$ cat config.mk
export PLATFORM = sky130hd
export DESIGN_NAME = seg7_scan_driver
export DESIGN_NICKNAME = d
export VERILOG_FILES = /design/src/rtl/seg7_pkg.sv /design/src/rtl/seg7_hex2seg7.sv /design/src/rtl/seg7_scan_driver.sv
export SDC_FILE = /design/constraint.sdc
export NUM_CORES = 1
export LEC_CHECK = 0
export BUFFER_PORTS_ARGS = -buffer_cell sky130_fd_sc_hd__buf_2
export CAP_MARGIN = 10
export CORE_MARGIN = 1
export CORE_UTILIZATION = 38
export DETAILED_ROUTE_END_ITERATION = 7
export SLEW_MARGIN = 20
export SYNTH_ARGS = -nofsm -noshare
export SYNTH_HDL_FRONTEND = slang
export SYNTH_SLANG_ARGS = --single-unit
$ cat constraint.sdc
create_clock -name clk -period 2.6 [get_ports clk]
set_clock_uncertainty 0.1 [all_clocks]
set_input_delay 0 -clock clk [delete_from_list [all_inputs] [get_ports clk]]
set_output_delay 0 -clock clk [all_outputs]
set_load 0.05 [all_outputs]
$ cat src/rtl/seg7_pkg.sv
// seg7_pkg: shared types and constants for the multiplexed 7-segment scan driver.
//   - seg7_state_e : scan FSM states (blanking, driving, select fault)
//   - SEG_OFF      : all segments dark
//   - SEG_TABLE    : hex nibble -> {g,f,e,d,c,b,a}, active-high, indexed by nibble value
package seg7_pkg;

    typedef enum logic [1:0] {
        ST_BLANK = 2'd0,
        ST_DRIVE = 2'd1,
        ST_FAULT = 2'd2
    } seg7_state_e;

    localparam logic [6:0] SEG_OFF = 7'h00;

    // Packed so that SEG_TABLE[n] is the pattern for hex digit n; the
    // concatenation therefore lists F first and 0 last.
    localparam logic [15:0][6:0] SEG_TABLE = {
        7'h71, 7'h79, 7'h5E, 7'h39,   // F E d C
        7'h7C, 7'h77, 7'h6F, 7'h7F,   // b A 9 8
        7'h07, 7'h7D, 7'h6D, 7'h66,   // 7 6 5 4
        7'h4F, 7'h5B, 7'h06, 7'h3F    // 3 2 1 0
    };

endpackage

$ cat src/rtl/seg7_hex2seg7.sv
// hex2seg7: combinational hex nibble to 7-segment decoder.
// Ports:
//   nibble_i  in  4  hex digit value 0..F
//   seg_o     out 7  segments {g,f,e,d,c,b,a}, active-high
module hex2seg7
    import seg7_pkg::*;
(
    input  logic [3:0] nibble_i,
    output logic [6:0] seg_o
);

    assign seg_o = SEG_TABLE[nibble_i];

endmodule

$ cat src/rtl/seg7_scan_driver.sv
// seg7_scan_driver: drives a multiplexed WIDTH-digit 7-segment display from the
// rotating one-hot word of a ring counter. Every select change is followed by
// BLANK_CYC cycles of all-off to avoid ghosting; a non-one-hot select forces the
// FAULT state. All outputs are registered.
// Ports:
//   clk        in   1        clock, rising edge
//   rst        in   1        synchronous active-high reset
//   ring_sel   in   WIDTH    one-hot digit select
//   digits     in   4*WIDTH  hex nibbles, digit i = digits[4*i+3:4*i]
//   dp_in      in   WIDTH    decimal point per digit
//   an         out  WIDTH    digit enables, active-high, at most one set
//   seg        out  7        segments {g,f,e,d,c,b,a}, active-high
//   dp         out  1        decimal point of the driven digit
//   digit_idx  out  IDX_W    binary index of the driven digit
//   sel_err    out  1        high while in FAULT
//   err_cnt    out  8        (only with SEG7_ERR_CNT_EN) saturating count of FAULT entries
// Build option: define SEG7_ERR_CNT_EN to add the err_cnt output and its counter.
module seg7_scan_driver
    import seg7_pkg::*;
#(
    parameter int WIDTH     = 4,
    parameter int BLANK_CYC = 2,
    localparam int IDX_W    = (WIDTH > 1) ? $clog2(WIDTH) : 1
) (
    input  logic               clk,
    input  logic               rst,
    input  logic [WIDTH-1:0]   ring_sel,
    input  logic [4*WIDTH-1:0] digits,
    input  logic [WIDTH-1:0]   dp_in,
    output logic [WIDTH-1:0]   an,
    output logic [6:0]         seg,
    output logic               dp,
    output logic [IDX_W-1:0]   digit_idx,
    output logic               sel_err
`ifdef SEG7_ERR_CNT_EN
    ,
    output logic [7:0]         err_cnt
`endif
);

    localparam int CNT_W = (BLANK_CYC > 1) ? $clog2(BLANK_CYC) : 1;
    localparam logic [CNT_W-1:0] CNT_RELOAD = CNT_W'(BLANK_CYC - 1);

    seg7_state_e       state_q;
    logic [WIDTH-1:0]  sel_q;
    logic [CNT_W-1:0]  cnt_q;
    logic [WIDTH-1:0]  an_q;
    logic [6:0]        seg_q;
    logic              dp_q;
    logic [IDX_W-1:0]  idx_q;
    logic              err_q;

    logic              sel_valid;
    logic              sel_changed;
    logic [IDX_W-1:0]  idx_d;
    logic [3:0]        nib_d;
    logic              dp_d;
    logic [6:0]        seg_d;

    // One-hot test: nonzero with a single bit set.
    assign sel_valid   = (ring_sel != '0) &&
                         ((ring_sel & (ring_sel - WIDTH'(1))) == '0);
    assign sel_changed = (ring_sel != sel_q);

    // Index, nibble and decimal point of the latched select. sel_q is always
    // one-hot whenever it is used to drive, so the loop picks a single digit.
    always_comb begin
        idx_d = '0;
        nib_d = 4'h0;
        dp_d  = 1'b0;
        for (int i = 0; i < WIDTH; i++) begin
            if (sel_q[i]) begin
                idx_d = IDX_W'(i);
                nib_d = digits[4*i +: 4];
                dp_d  = dp_in[i];
            end
        end
    end

    hex2seg7 u_hex2seg7 (
        .nibble_i (nib_d),
        .seg_o    (seg_d)
    );

    always_ff @(posedge clk) begin
        if (rst) begin
            state_q <= ST_BLANK;
            sel_q   <= '0;
            cnt_q   <= CNT_RELOAD;
            an_q    <= '0;
            seg_q   <= SEG_OFF;
            dp_q    <= 1'b0;
            idx_q   <= '0;
            err_q   <= 1'b0;
        end else if (!sel_valid) begin
            // sel_q is deliberately left alone; FAULT exit always reloads it.
            state_q <= ST_FAULT;
            an_q    <= '0;
            seg_q   <= SEG_OFF;
            dp_q    <= 1'b0;
            err_q   <= 1'b1;
        end else begin
            case (state_q)
                ST_FAULT: begin
                    state_q <= ST_BLANK;
                    sel_q   <= ring_sel;
                    cnt_q   <= CNT_RELOAD;
                    err_q   <= 1'b0;
                end
                ST_BLANK: begin
                    an_q  <= '0;
                    seg_q <= SEG_OFF;
                    dp_q  <= 1'b0;
                    if (sel_changed) begin
                        // A new select during blanking restarts the interval.
                        sel_q <= ring_sel;
                        cnt_q <= CNT_RELOAD;
                    end else if (cnt_q != '0) begin
                        cnt_q <= cnt_q - CNT_W'(1);
                    end else begin
                        state_q <= ST_DRIVE;
                        an_q    <= sel_q;
                        idx_q   <= idx_d;
                        seg_q   <= seg_d;
                        dp_q    <= dp_d;
                    end
                end
                ST_DRIVE: begin
                    if (sel_changed) begin
                        state_q <= ST_BLANK;
                        sel_q   <= ring_sel;
                        cnt_q   <= CNT_RELOAD;
                        an_q    <= '0;
                        seg_q   <= SEG_OFF;
                        dp_q    <= 1'b0;
                    end else begin
                        // Re-sample every cycle so digit/dp edits show with no blanking.
                        an_q  <= sel_q;
                        idx_q <= idx_d;
                        seg_q <= seg_d;
                        dp_q  <= dp_d;
                    end
                end
                default: begin
                    state_q <= ST_BLANK;
                    sel_q   <= ring_sel;
                    cnt_q   <= CNT_RELOAD;
                    an_q    <= '0;
                    seg_q   <= SEG_OFF;
                    dp_q    <= 1'b0;
                end
            endcase
        end
    end

    assign an        = an_q;
    assign seg       = seg_q;
    assign dp        = dp_q;
    assign digit_idx = idx_q;
    assign sel_err   = err_q;

`ifdef SEG7_ERR_CNT_EN
    logic [7:0] err_cnt_q;

    // Counts entries into FAULT only: an invalid select while already in FAULT
    // does not count again.
    always_ff @(posedge clk) begin
        if (rst) begin
            err_cnt_q <= 8'h00;
        end else if (!sel_valid && (state_q != ST_FAULT) && (err_cnt_q != 8'hFF)) begin
            err_cnt_q <= err_cnt_q + 8'h01;
        end
    end

    assign err_cnt = err_cnt_q;
`endif

endmodule

# ---- After elaboration in Yosys (flattened, before gate mapping)
# Memory sizes are Yosys's and may differ from the RTL's.
# Cells that the tools add are included.
dict set report word_totals {
  reg_bits 22
  rom_bits 112
  inputBits 26
  output_inout_bits 15
  elab_cells 80
  n_memories 1
}
# memory depth word_bits read_ports rd_ports_with_merged_regs write_ports line
set memory_table {}
lappend memory_table {{(no name shown)} 16 7 1 0 0 seg7_hex2seg7.sv:12} ;# assign seg_o = SEG_TABLE[nibble_i];
dict set report op_classes {
  add_sub_neg 2
  magnitude_cmp 1
  n_eq_ne 12
  n_mux 41
  n_bitwise 2
  n_reduce_logical 12
}
# cell count
set op_table {}
lappend op_table {{two-way mux 4 bit} 9}
lappend op_table {{two-way mux 7 bit} 4}
lappend op_table {{one-hot mux 7 bit (3 select lines)} 1}
lappend op_table {{two-way mux 2 bit} 9}
lappend op_table {{two-way mux 1 bit} 13}
lappend op_table {{one-hot mux 4 bit (3 select lines)} 1}
lappend op_table {{inequality test 3 bit (second input constant)} 3}
lappend op_table {{inequality test 2 bit (second input constant)} 4}
lappend op_table {{one-hot mux 2 bit (2 select lines)} 2}
lappend op_table {{AND reduction 3 bit} 2}
lappend op_table {{< comparator 4 x 5 -> 1 bit (second input constant)} 1}
lappend op_table {{AND reduction 5 bit} 1}
lappend op_table {{bitwise AND 4 bit} 1}
lappend op_table {{zero test 4 bit} 1}
lappend op_table {{inequality test 2 x 1 -> 1 bit (second input constant)} 2}
lappend op_table {{inequality test 4 bit} 1}
lappend op_table {{AND reduction 2 bit} 2}
lappend op_table {{nonzero test 4 bit} 1}
lappend op_table {{OR reduction 2 bit} 2}
lappend op_table {{subtractor 4 x 1 -> 4 bit (second input constant)} 1}
lappend op_table {{one-hot mux 1 bit (3 select lines)} 1}
lappend op_table {{== test 2 x 1 -> 1 bit (second input constant)} 1}
lappend op_table {{== test 2 bit (second input constant)} 1}
lappend op_table {{zero test 2 bit} 1}
lappend op_table {{5 further kinds} 5}

# ---- Logic depth before layout (Yosys ltp)
# Gate-level depths: netlist of run 1.
dict set report depth {
  word_depth 9
  ltp_mapped 9
  ltp_nobuf 8
}

# ---- Hierarchy
# Synthesis of run 1 repeated with hierarchy kept, for this count alone.
dict set report hier_totals {
  hier_cells 140
  area_unflattened_um2 1318.8
}
# module n_inst cells_each area_each_um2 seq_area_each_um2
set modules_own_cells {}
lappend modules_own_cells {seg7_scan_driver 1 107 1028.5 440.4}
lappend modules_own_cells {hex2seg7 1 33 290.3 0.0}

# ---- Worst setup path after synthesis of run 1
# OpenSTA, ideal clock, no wires.
dict set report synth_path {
  kind {reg2reg}
  from {register sel_q[1]}
  to {register seg_q[4] (netlist: seg[4])}
  setup_time_ps 117
  t_arrival_ps 2019
  t_required_ps 2383
  path_slack_ps 364
  stages_incl_launch_ff 9
  n_path_buf 1
  period_less_slack_ps 2236
  cell_sequence {dfxtp_1 buf_2 nor2b_1 a221o_2 a22oi_1 inv_1 ha_1 a211o_2 a32o_1}
}
dict set report synth_between {
  elab_chain_cells 8
  elab_cells_between_ends 10
  cone_classes {eq/ne: 1; mux: 8; memory: 1}
}
# item line
set synth_rtl {}
lappend synth_rtl {{from (decl)} seg7_scan_driver.sv:45} ;# logic [WIDTH-1:0] sel_q;
lappend synth_rtl {{from (signal assigned)} seg7_scan_driver.sv:106} ;# sel_q <= ring_sel;
lappend synth_rtl {{from (signal assigned)} seg7_scan_driver.sv:116} ;# sel_q <= ring_sel;
lappend synth_rtl {{from (signal assigned)} seg7_scan_driver.sv:131} ;# sel_q <= ring_sel;
lappend synth_rtl {{two-way mux 4 bit (3 in a row)} seg7_scan_driver.sv:72} ;# if (sel_q[i]) begin
lappend synth_rtl {{memory (16 x 7 bit)} n/a}
lappend synth_rtl {{two-way mux 7 bit (implied by the code)} seg7_hex2seg7.sv:12}
lappend synth_rtl {{two-way mux 7 bit} seg7_scan_driver.sv:118} ;# end else if (cnt_q != '0) begin
lappend synth_rtl {{two-way mux 7 bit} seg7_scan_driver.sv:114} ;# if (sel_changed) begin
lappend synth_rtl {{one-hot mux 7 bit (3 select lines) *} seg7_scan_driver.sv:103} ;# case (state_q)
lappend synth_rtl {{to (signal assigned)} seg7_scan_driver.sv:124} ;# seg_q <= seg_d;
lappend synth_rtl {{to (signal assigned)} seg7_scan_driver.sv:140} ;# seg_q <= seg_d;
lappend synth_rtl {{to (decl)} seg7_scan_driver.sv:48} ;# logic [6:0] seg_q;
# Mark *: on every way between the ends. The rest lies on a longest branch, timed or not. The select of a mux whose other input is x is not followed.
# A chain may end at the register's enable or synchronous reset.

# ---- Worst setup path in the final report of run 1
dict set report layout_path {
  from {input ring_sel[1]}
  to {register sel_q[0]}
}
dict set report layout_between {
  elab_chain_cells 5
  elab_cells_between_ends 8
  cone_classes {add/sub: 1; eq/ne: 2; bitwise: 1; reduce/logical: 4}
}
# item line
set layout_rtl {}
lappend layout_rtl {{from (decl)} seg7_scan_driver.sv:27} ;# input logic [WIDTH-1:0] ring_sel,
lappend layout_rtl {{subtractor 4 x 1 -> 4 bit} seg7_scan_driver.sv:62} ;# ((ring_sel & (ring_sel - WIDTH'(1))) == '0);
lappend layout_rtl {{bitwise AND 4 bit} seg7_scan_driver.sv:62}
lappend layout_rtl {{zero test 4 bit} seg7_scan_driver.sv:62}
lappend layout_rtl {{logical AND 1 bit} seg7_scan_driver.sv:61} ;# assign sel_valid = (ring_sel != '0) &&
lappend layout_rtl {{AND reduction 2 bit (no source line) *} n/a}
# Mark *: on every way between the ends. The rest lies on a longest branch, timed or not.

==> impl_metrics.csv, run 1 <==
group,metric,value,unit
clocking,cts.clk_slew.worst_paths,0.13,ns
die,die_h,62.0,microns
worst_setup_path,worstPathRequired,2.77,ns
worst_hold_path,hold_start,"dp_in[2]",
synthesis,ys_seq_elements,22,
placed_design,gp_congestion,0.854,
clocking,clockBufferDepth,2,
timing,tightest_slew,0.455,ns
placed_design,dp.cells,235,
synthesis,synth_edf_count,0,
synthesis,synth-async-reset-ratio,0,%
worst_hold_path,hold_class,"input port to flop",
synthesis,avgSynthCellArea,8.88,sq um
timing,min_period,2.34,ns
layout,final_cell_mix,"40 x buf_2, 22 x dfxtp_1, 21 x nand2_1, 10 x a21oi_1, 10 x dlygate4sd3_1",
synthesis,synth.top_cell.area_share,32.2,%
worst_setup_path,critPathTopFamily,"buffers and inverters",
die,dieArea,3840,sq um
detailed_routing,drt_iter0_drc,68,
clocking,cts_htree_levels,1,
synthesis,ys_warn_count,0,
worst_setup_path,critPathLaunchType,"input port",
status,outcome,"complete, no violations",
detailed_routing,dr.pass1.iters,4,
worst_setup_path,path_max_fanout,11,
synthesis,syn_area,1370,sq um
worst_setup_path,crit_type,"input port to flop",
die,coreArea,3390,sq um
global_routing,grt_pass1_vias,1138,
synthesis,yosysTopAreaCell,"dfxtp_1",
worst_setup_path,path_cells,"dlygate4sd3_1 -> buf_2 -> maj3_2 -> or3_4 -> nand2_1 -> nand2_1 -> a21oi_1 -> dlygate4sd3_1",
worst_hold_path,hold_path_end,"dp",
worst_hold_path,hold_depth,5,
detailed_routing,routedWlPerCell,13.8,microns
synthesis,synthTopCellsByArea,"dfxtp_1 32%, nand2_1 5.8%, ha_1 5.5%, a21oi_1 3.7%, o21ai_0 3.3%",
layout,syn2layout_area_growth,27.9,%
layout,multiInputGateArea,846,sq um
synthesis,yosysSeqAreaShare,32.2,%
worst_setup_path,cp.arrival,2.51,ns
clocking,cts_tree,"done",
layout,final_common_cell,"buf_2",
pwr,power.density,469,nW/um^2
worst_setup_path,r2r_start,"sel_q[2]",
clocking,clock_latency,0.32,ns
timing,fin_setup_tns,0,ns
timing,hold_viol,0,
clocking,clock-root-buffer,"clkbuf_4",
timing,timing.final.max_slew_violations,0,
layout,nets,236,
global_routing,track_usage,18.5,%
placed_design,io_buffer_count,40,
timing,rsz0062_at_grt,"no",
global_routing,antenna_found_initial,0,
die,start_util,40.3,%
synthesis,synth_ff_type,"dfxtp_1",
timing,fin_crit_sh,89.9,%
synthesis,syn-num-nets,186,
detailed_routing,via_per_inst,5.36,
global_routing,grt_max_degree,14,
worst_setup_path,cp-end-kind,"flop",
worst_setup_path,slowest_delay,0.56,ns
global_routing,grt_pass1_wl,5190,microns
synthesis,syn-instance-count,154,
clocking,cts_buffers,3,
placed_design,dp_hpwl,2570,microns
timing,setup_viol,0,
worst_setup_path,cp_num_buf_inv,3,
worst_setup_path,r2r_cells,8,
layout,regArea,440,sq um
worst_setup_path,reg2reg_slack,0.30,ns
flow_run,cap_violations,0,
layout,diodes,0,
detailed_routing,drcViolationCount,0,
layout,final_cells,249,
worst_setup_path,cp_slowest_cell,"dlygate4sd3_1",
clocking,cts.sinks,22,
layout,fillers,326,
synthesis,yosysUniqueCellTypes,50,
pwr,vdd_ir_drop_max,0.237,mV
detailed_routing,ant_nets,0,
timing,maxSlewHeadroom,69.6,%
worst_setup_path,rr_endpoint,"seg[3]",
detailed_routing,vias,1334,
clocking,postCtsSetupBuffers,0,
die,core.rowCount,21,
pwr,static-leakage-power,0.759,nW
die,fp.dieW,62.0,microns
layout,final_layout_size_suffix_gt1_share,31.5,%
die,ios,41,
global_routing,grt_overflow,0,
detailed_routing,drt_wl_total,3430,microns
timing,max_freq,428,MHz
[kinds of logic (layout without fill, tap and decap cells)]
family	Yosys count	in the layout	synth area share [%]
flip-flops	22	22	32.2
buffers and inverters	14	63	5.95
multiplexers	1	1	0.732
XOR/XNOR	4	4	2.56
AO/OA/AOI/OAI	51	51	28.4
AND/OR/NAND/NOR	55	55	23.9
adder cells (fa/ha/maj)	7	7	6.31
[cells in the mapped netlist, types with 2 or more instances]
master / number
o31ai_1: 4
o22ai_1: 2
clkbuf_1: 2
o211ai_1: 4
a211oi_1: 5
a311oi_1: 2
nand2b_1: 2
dfxtp_1: 22
inv_1: 4
buf_6: 3
a21oi_1: 10
ha_1: 6
buf_2: 5
nor3_1: 6
a22o_1: 2
nand2_1: 21
nor4_4: 2
nor2b_1: 3
nand3_1: 2
o21ai_0: 9
xnor2_1: 3
nor2_1: 7
[what timing repair did]
action | in CTS | in global routing
hold buffers | 10 | 0
hold endpoints to repair | 10 | 0
resized for setup | 0 | 0
[tightest hold or removal path: stages]
cell and delay (ns):
buf_2 0.10, nor2_1 0.08, nor3_1 0.05, a21oi_1 0.10
o21ai_0 0.07
[power breakdown]
part	switching [mW]	total, mW	internal [mW]
registers	0.00969	0.354	0.344
clock network	0.114	0.270	0.156
logic	0.108	0.196	0.0873
total	0.233	0.820	0.587
[per-layer routing]
layer / wire length (microns) / part of all wire [%] / track usage, %
met3: 198 / 5.8 / 3.11
met5: 0 / 0 / 0
met4: 28 / 0.82 / 4.76
met2: 1570 / 46 / 31.0
met1: 1630 / 48 / 24.6
[final cells by class]
| type | instances | share of cell area (%) |
|---|---|---|
| Timing Repair Buffer | 55 | 19.3 |
| Sequential cell | 22 | 25.2 |
| Clock buffer | 3 | 1.29 |
| Inverter | 4 | 0.858 |
| Multi-Input combinational cell | 118 | 48.4 |
| Clock inverter | 1 | 1.72 |
| Tap cell | 46 | 3.29 |
[state kept, by name, summed over array words and instances, names as in the netlist]
name       cells
seg            7
an             4
sel_q          4
digit_idx      2
state_q        2
cnt_q          1
dp             1
sel_err        1
[worst max-delay path by stage]
stage                start       end  slack, ns  depth (start not counted)
3_3_place_gp      sel_q[2]    seg[3]       0.40                          8
5_1_grt           sel_q[2]    seg[5]       0.15                          8
4_1_cts           sel_q[2]    seg[3]       0.28                          8
2_1_floorplan     sel_q[1]    seg[4]       0.36                          8
6_report       ring_sel[1]  sel_q[0]       0.26                          8
3_5_place_dp      sel_q[2]    seg[3]       0.32                          8
[per-stage QoR]
stage               utilization [%]  hold WS (ns)  worst slack, ns  cell area [sq um]  power, mW
floorplan                         -        0.0395            0.364               1370      0.495
global placement               47.1         0.179            0.404               1600      0.540
detailed placement             47.1         0.188            0.320               1600      0.544
CTS                            51.6       0.00332            0.282               1750      0.824
global route                   51.6        0.0329            0.146               1750      0.864
finish                         51.6        0.0102            0.262               1750      0.820
No activity file was read; power rests on OpenSTA's default activity.
==> run 2, diff against run 1 <==
--- a/config.mk
+++ b/config.mk
@@ -10,6 +10,7 @@
 export CORE_MARGIN = 1
 export CORE_UTILIZATION = 38
 export DETAILED_ROUTE_END_ITERATION = 7
+export RECOVER_POWER = 50
 export SLEW_MARGIN = 20
 export SYNTH_ARGS = -nofsm -noshare
 export SYNTH_HDL_FRONTEND = slang
==> impl_metrics.csv, run 2 (same netlist as run 1, synthesis figures left out) <==
group,metric,value,unit
status,outcome,"complete, no violations",
clocking,cts.clk_slew.worst_paths,0.13,ns
clocking,cts_resized,0,
detailed_routing,dr.pass1.iters,4,
timing,fin_setup_tns,0,ns
placed_design,post-place-ws,0.320,ns
die,die_h,62.0,microns
layout,final_area,1730,sq um
timing,maxSlewHeadroom,59.7,%
worst_setup_path,crit_type,"input port to flop",
timing,rsz0062_at_grt,"no",
die,dieArea,3840,sq um
global_routing,grt_pass1_wl,5190,microns
flow_run,cap_violations,0,
detailed_routing,via_per_inst,5.32,
detailed_routing,routedWlPerCell,13.7,microns
placed_design,io_buffer_count,40,
layout,syn2layout_area_growth,26.4,%
worst_setup_path,worstPathRequired,2.77,ns
global_routing,track_usage,18.5,%
clocking,clockBufferDepth,2,
layout,largest_reg_flops,7,
detailed_routing,drcViolationCount,0,
placed_design,dpl_cell_area,1600,sq um
timing,hold_viol,0,
timing,fin_crit_sh,91.8,%
layout,diodes,0,
global_routing,antenna_found_initial,0,
placed_design,dp_hpwl,2570,microns
timing,min_period,2.39,ns
detailed_routing,drt_wl_total,3420,microns
layout,final_layout_size_suffix_gt1_share,23.6,%
die,start_util,40.3,%
clocking,cts_tree,"done",
layout,final_common_cell,"buf_2",
die,coreArea,3390,sq um
worst_setup_path,cp-end-kind,"flop",
clocking,cts_htree_levels,1,
detailed_routing,ant_nets,0,
clocking,postCtsSetupBuffers,0,
global_routing,grt_overflow,0,
worst_setup_path,cp.arrival,2.56,ns
die,fp.dieW,62.0,microns
layout,nets,236,
timing,tightest_slew,0.608,ns
timing,max_freq,419,MHz
global_routing,grt_max_degree,14,
placed_design,gp_congestion,0.854,
pwr,power.density,474,nW/um^2
worst_hold_path,hold_class,"input port to flop",
die,core.rowCount,21,
timing,setup_ws,0.214,ns
die,ios,41,
global_routing,grt_pass1_vias,1138,
detailed_routing,vias,1325,
clocking,clock-root-buffer,"clkbuf_4",
pwr,static-leakage-power,0.691,nW
detailed_routing,drt_iter0_drc,74,
timing,timing.final.max_slew_violations,0,
clocking,clock_latency,0.32,ns
layout,fillers,335,
clocking,cts.sinks,22,
pwr,vdd_ir_drop_max,0.235,mV
layout,final_cell_mix,"24 x buf_2, 22 x dfxtp_1, 21 x nand2_1, 16 x clkbuf_1",
worst_setup_path,path_max_fanout,11,
timing,setup_viol,0,
clocking,cts_buffers,3,
worst_setup_path,critPathLaunchType,"input port",
run 2: changes by cell type in the layout (fill, tap and decap cells not counted), sizes merged:
cell    change
clkbuf     +16
buf        -16
run 2: worst paths after layout:
check,start,to,slack [ns],cells after the start
worst max-delay path,ring_sel[0],sel_q[0],0.21,8
worst min-delay path,dp_in[2],dp,0.01,5
worst max register to register,sel_q[2],seg[3],0.31,8
worst min register to register,seg[2],seg[2],0.37,2
run 2: critical path, stage by stage:
cell and delay, ns:
dlygate4sd3_1 0.53, clkbuf_1 0.19, maj3_2 0.34, or3_4 0.35, nand2_1 0.31, nand2_1 0.11, a21oi_1 0.17, dlygate4sd3_1 0.56
run 2: layout make-up:
type	count	area [sq um]	share of cell area [%]
Clock buffer	3	22.5	1.30
Tap cell	46	57.6	3.33
Timing Repair Buffer	55	318	18.4
Clock inverter	1	30.0	1.74
Multi-Input combinational cell	118	846	48.9
Sequential cell	22	440	25.5
Inverter	4	15.0	0.868
run 2: routing by layer:
layer,wire (microns),vias up,track usage [%]
met5,0,-,0
met4,21,0,4.76
met3,218,4,3.11
met2,1580,43,31.0
met1,1590,606,24.6
li1,-,672,-
run 2: timing repair:
| action | CTS | global route |
|---|---|---|
| hold buffers | 10 | 0 |
| hold endpoints to repair | 10 | 0 |
| endpoints found under the setup margin | 0 | 0 |
run 2: report_power, final:
| part | internal, mW | switching (mW) | leakage (nW) |
|---|---|---|---|
| Combinational | 0.0866 | 0.108 | 0.485 |
| Sequential | 0.344 | 0.00970 | 0.178 |
| Clock | 0.156 | 0.115 | 0.0279 |
run 2: metrics by stage:
stage	total power [mW]	hold WS (ns)	utilization [%]	cells
after floorplan	0.495	0.0395	-	154
after global placement	0.540	0.179	47.1	235
after detailed placement	0.544	0.188	47.1	235
after CTS	0.824	0.00332	51.6	249
after global routing	0.863	0.0329	51.0	249
final	0.819	0.00962	51.0	249
==> run 3, diff against run 2 <==
--- a/config.mk
+++ b/config.mk
@@ -8,7 +8,7 @@
 export BUFFER_PORTS_ARGS = -buffer_cell sky130_fd_sc_hd__buf_2
 export CAP_MARGIN = 10
 export CORE_MARGIN = 1
-export CORE_UTILIZATION = 38
+export CORE_UTILIZATION = 35
 export DETAILED_ROUTE_END_ITERATION = 7
 export RECOVER_POWER = 50
 export SLEW_MARGIN = 20
==> impl_metrics.csv, run 3 (same netlist as run 1, synthesis figures left out) <==
group,metric,value,unit
die,dieArea,4160,sq um
pwr,power.density,500,nW/um^2
clocking,cts_buffers,3,
timing,fin_setup_tns,0,ns
timing,tightest_slew,0.601,ns
timing,maxSlewHeadroom,60.1,%
worst_setup_path,worstPathRequired,2.71,ns
pwr,vdd_ir_drop_max,0.210,mV
detailed_routing,vias,1316,
clocking,clock_latency,0.26,ns
worst_setup_path,cp.arrival,2.50,ns
timing,timing.final.max_slew_violations,0,
die,ios,41,
clocking,cts.sinks,22,
clocking,clock-root-buffer,"clkbuf_8",
timing,timing.hold.ws,0.122,ns
clocking,cts_htree_levels,1,
global_routing,antenna_found_initial,0,
placed_design,dp.cells,237,
global_routing,grt_pass1_vias,1260,
worst_hold_path,hold_class,"input port to flop",
flow_run,cap_violations,0,
detailed_routing,ant_nets,0,
placed_design,post-place-ws,0.388,ns
die,fp.dieW,64.5,microns
layout,final_area,1750,sq um
global_routing,grt_max_degree,14,
timing,hold_viol,0,
detailed_routing,drt_wl_total,3480,microns
worst_setup_path,cp-end-kind,"flop",
layout,nets,236,
die,die_h,64.5,microns
detailed_routing,dr.pass1.iters,4,
detailed_routing,drt_iter0_drc,67,
timing,setup_viol,0,
layout,fillers,377,
timing,fin_crit_sh,92.2,%
clocking,cts_tree,"done",
die,start_util,36.8,%
global_routing,grt_overflow,0,
detailed_routing,drcViolationCount,0,
placed_design,dp_hpwl,2670,microns
layout,diodes,0,
timing,max_freq,417,MHz
global_routing,grt_pass1_wl,5840,microns
layout,final_layout_size_suffix_gt1_share,24.1,%
layout,syn2layout_area_growth,28.1,%
timing,setup_ws,0.202,ns
worst_setup_path,crit_type,"input port to flop",
timing,rsz0062_at_grt,"no",
worst_setup_path,path_max_fanout,11,
clocking,clockBufferDepth,2,
layout,final_common_cell,"buf_2",
layout,final_cell_mix,"25 x buf_2, 22 x dfxtp_1, 21 x nand2_1, 15 x clkbuf_1",
global_routing,track_usage,17.8,%
die,coreArea,3720,sq um
status,outcome,"complete, no violations",
placed_design,dpl_cell_area,1600,sq um
detailed_routing,via_per_inst,5.24,
detailed_routing,routedWlPerCell,13.9,microns
placed_design,gp_congestion,0.851,
die,core.rowCount,22,
timing,min_period,2.40,ns
clocking,postCtsSetupBuffers,0,
pwr,static-leakage-power,0.702,nW
placed_design,io_buffer_count,40,
layout,largest_reg_flops,7,
clocking,cts.clk_slew.worst_paths,0.09,ns
layout,final_cells,251,
worst_setup_path,critPathLaunchType,"input port",
-- run 3: changes by cell type in the layout (fill, tap and decap cells not counted) --
cell | before | now
buf_2 | 24 | 25
clkbuf_1 | 16 | 15
clkbuf_4 | 3 | 0
clkbuf_8 | 0 | 3
-- run 3: area by class of cell --
class	count	area [sq um]	area share, %
Sequential cell	22	440	25.1
Tap cell	48	60.1	3.43
Clock buffer	3	41.3	2.36
Inverter	4	15.0	0.857
Multi-Input combinational cell	118	846	48.3
Clock inverter	1	30.0	1.71
Timing Repair Buffer	55	319	18.2
-- run 3: per-stage QoR --
| stage | util [%] | total power, mW |
|---|---|---|
| 2_1_floorplan | - | 0.495 |
| 3_3_place_gp | 43.0 | 0.544 |
| 3_5_place_dp | 43.0 | 0.544 |
| 4_1_cts | 47.6 | 0.880 |
| 5_1_grt | 47.1 | 0.925 |
| 6_report | 47.1 | 0.876 |
-- run 3: worst paths after layout --
path         endpoint  slack [ns]         from  depth (start not counted)
max          sel_q[1]        0.20  ring_sel[1]                          8
min                dp        0.12     dp_in[2]                          5
max reg2reg    seg[5]        0.34     sel_q[2]                          8
min reg2reg    seg[0]        0.36       seg[0]                          2
-- run 3: what timing repair did --
action	in CTS	in global routing
hold buffers	10	0
resized for setup	0	0
hold endpoints to repair	7	0
-- run 3: critical path: stages --
cell	delay (ns)
dlygate4sd3_1	0.54
buf_2	0.17
maj3_2	0.32
or3_4	0.34
nand2_1	0.33
nand2_1	0.10
a21oi_1	0.14
dlygate4sd3_1	0.55
-- run 3: power by group --
group          switching (mW)  internal (mW)  leakage (nW)
sequential            0.00916          0.344         0.178
combinational           0.110         0.0872         0.487
clock                   0.120          0.206        0.0357
total                   0.239          0.637         0.702
-- run 3: per-layer routing --
| layer | vias to the layer above | track usage [%] | routed length [microns] |
|---|---|---|---|
| met4 | 0 | 3.89 | 50 |
| met5 | - | 0 | 0 |
| met2 | 44 | 29.5 | 1600 |
| met1 | 600 | 23.5 | 1620 |
| li1 | 666 | - | - |
| met3 | 6 | 3.87 | 211 |
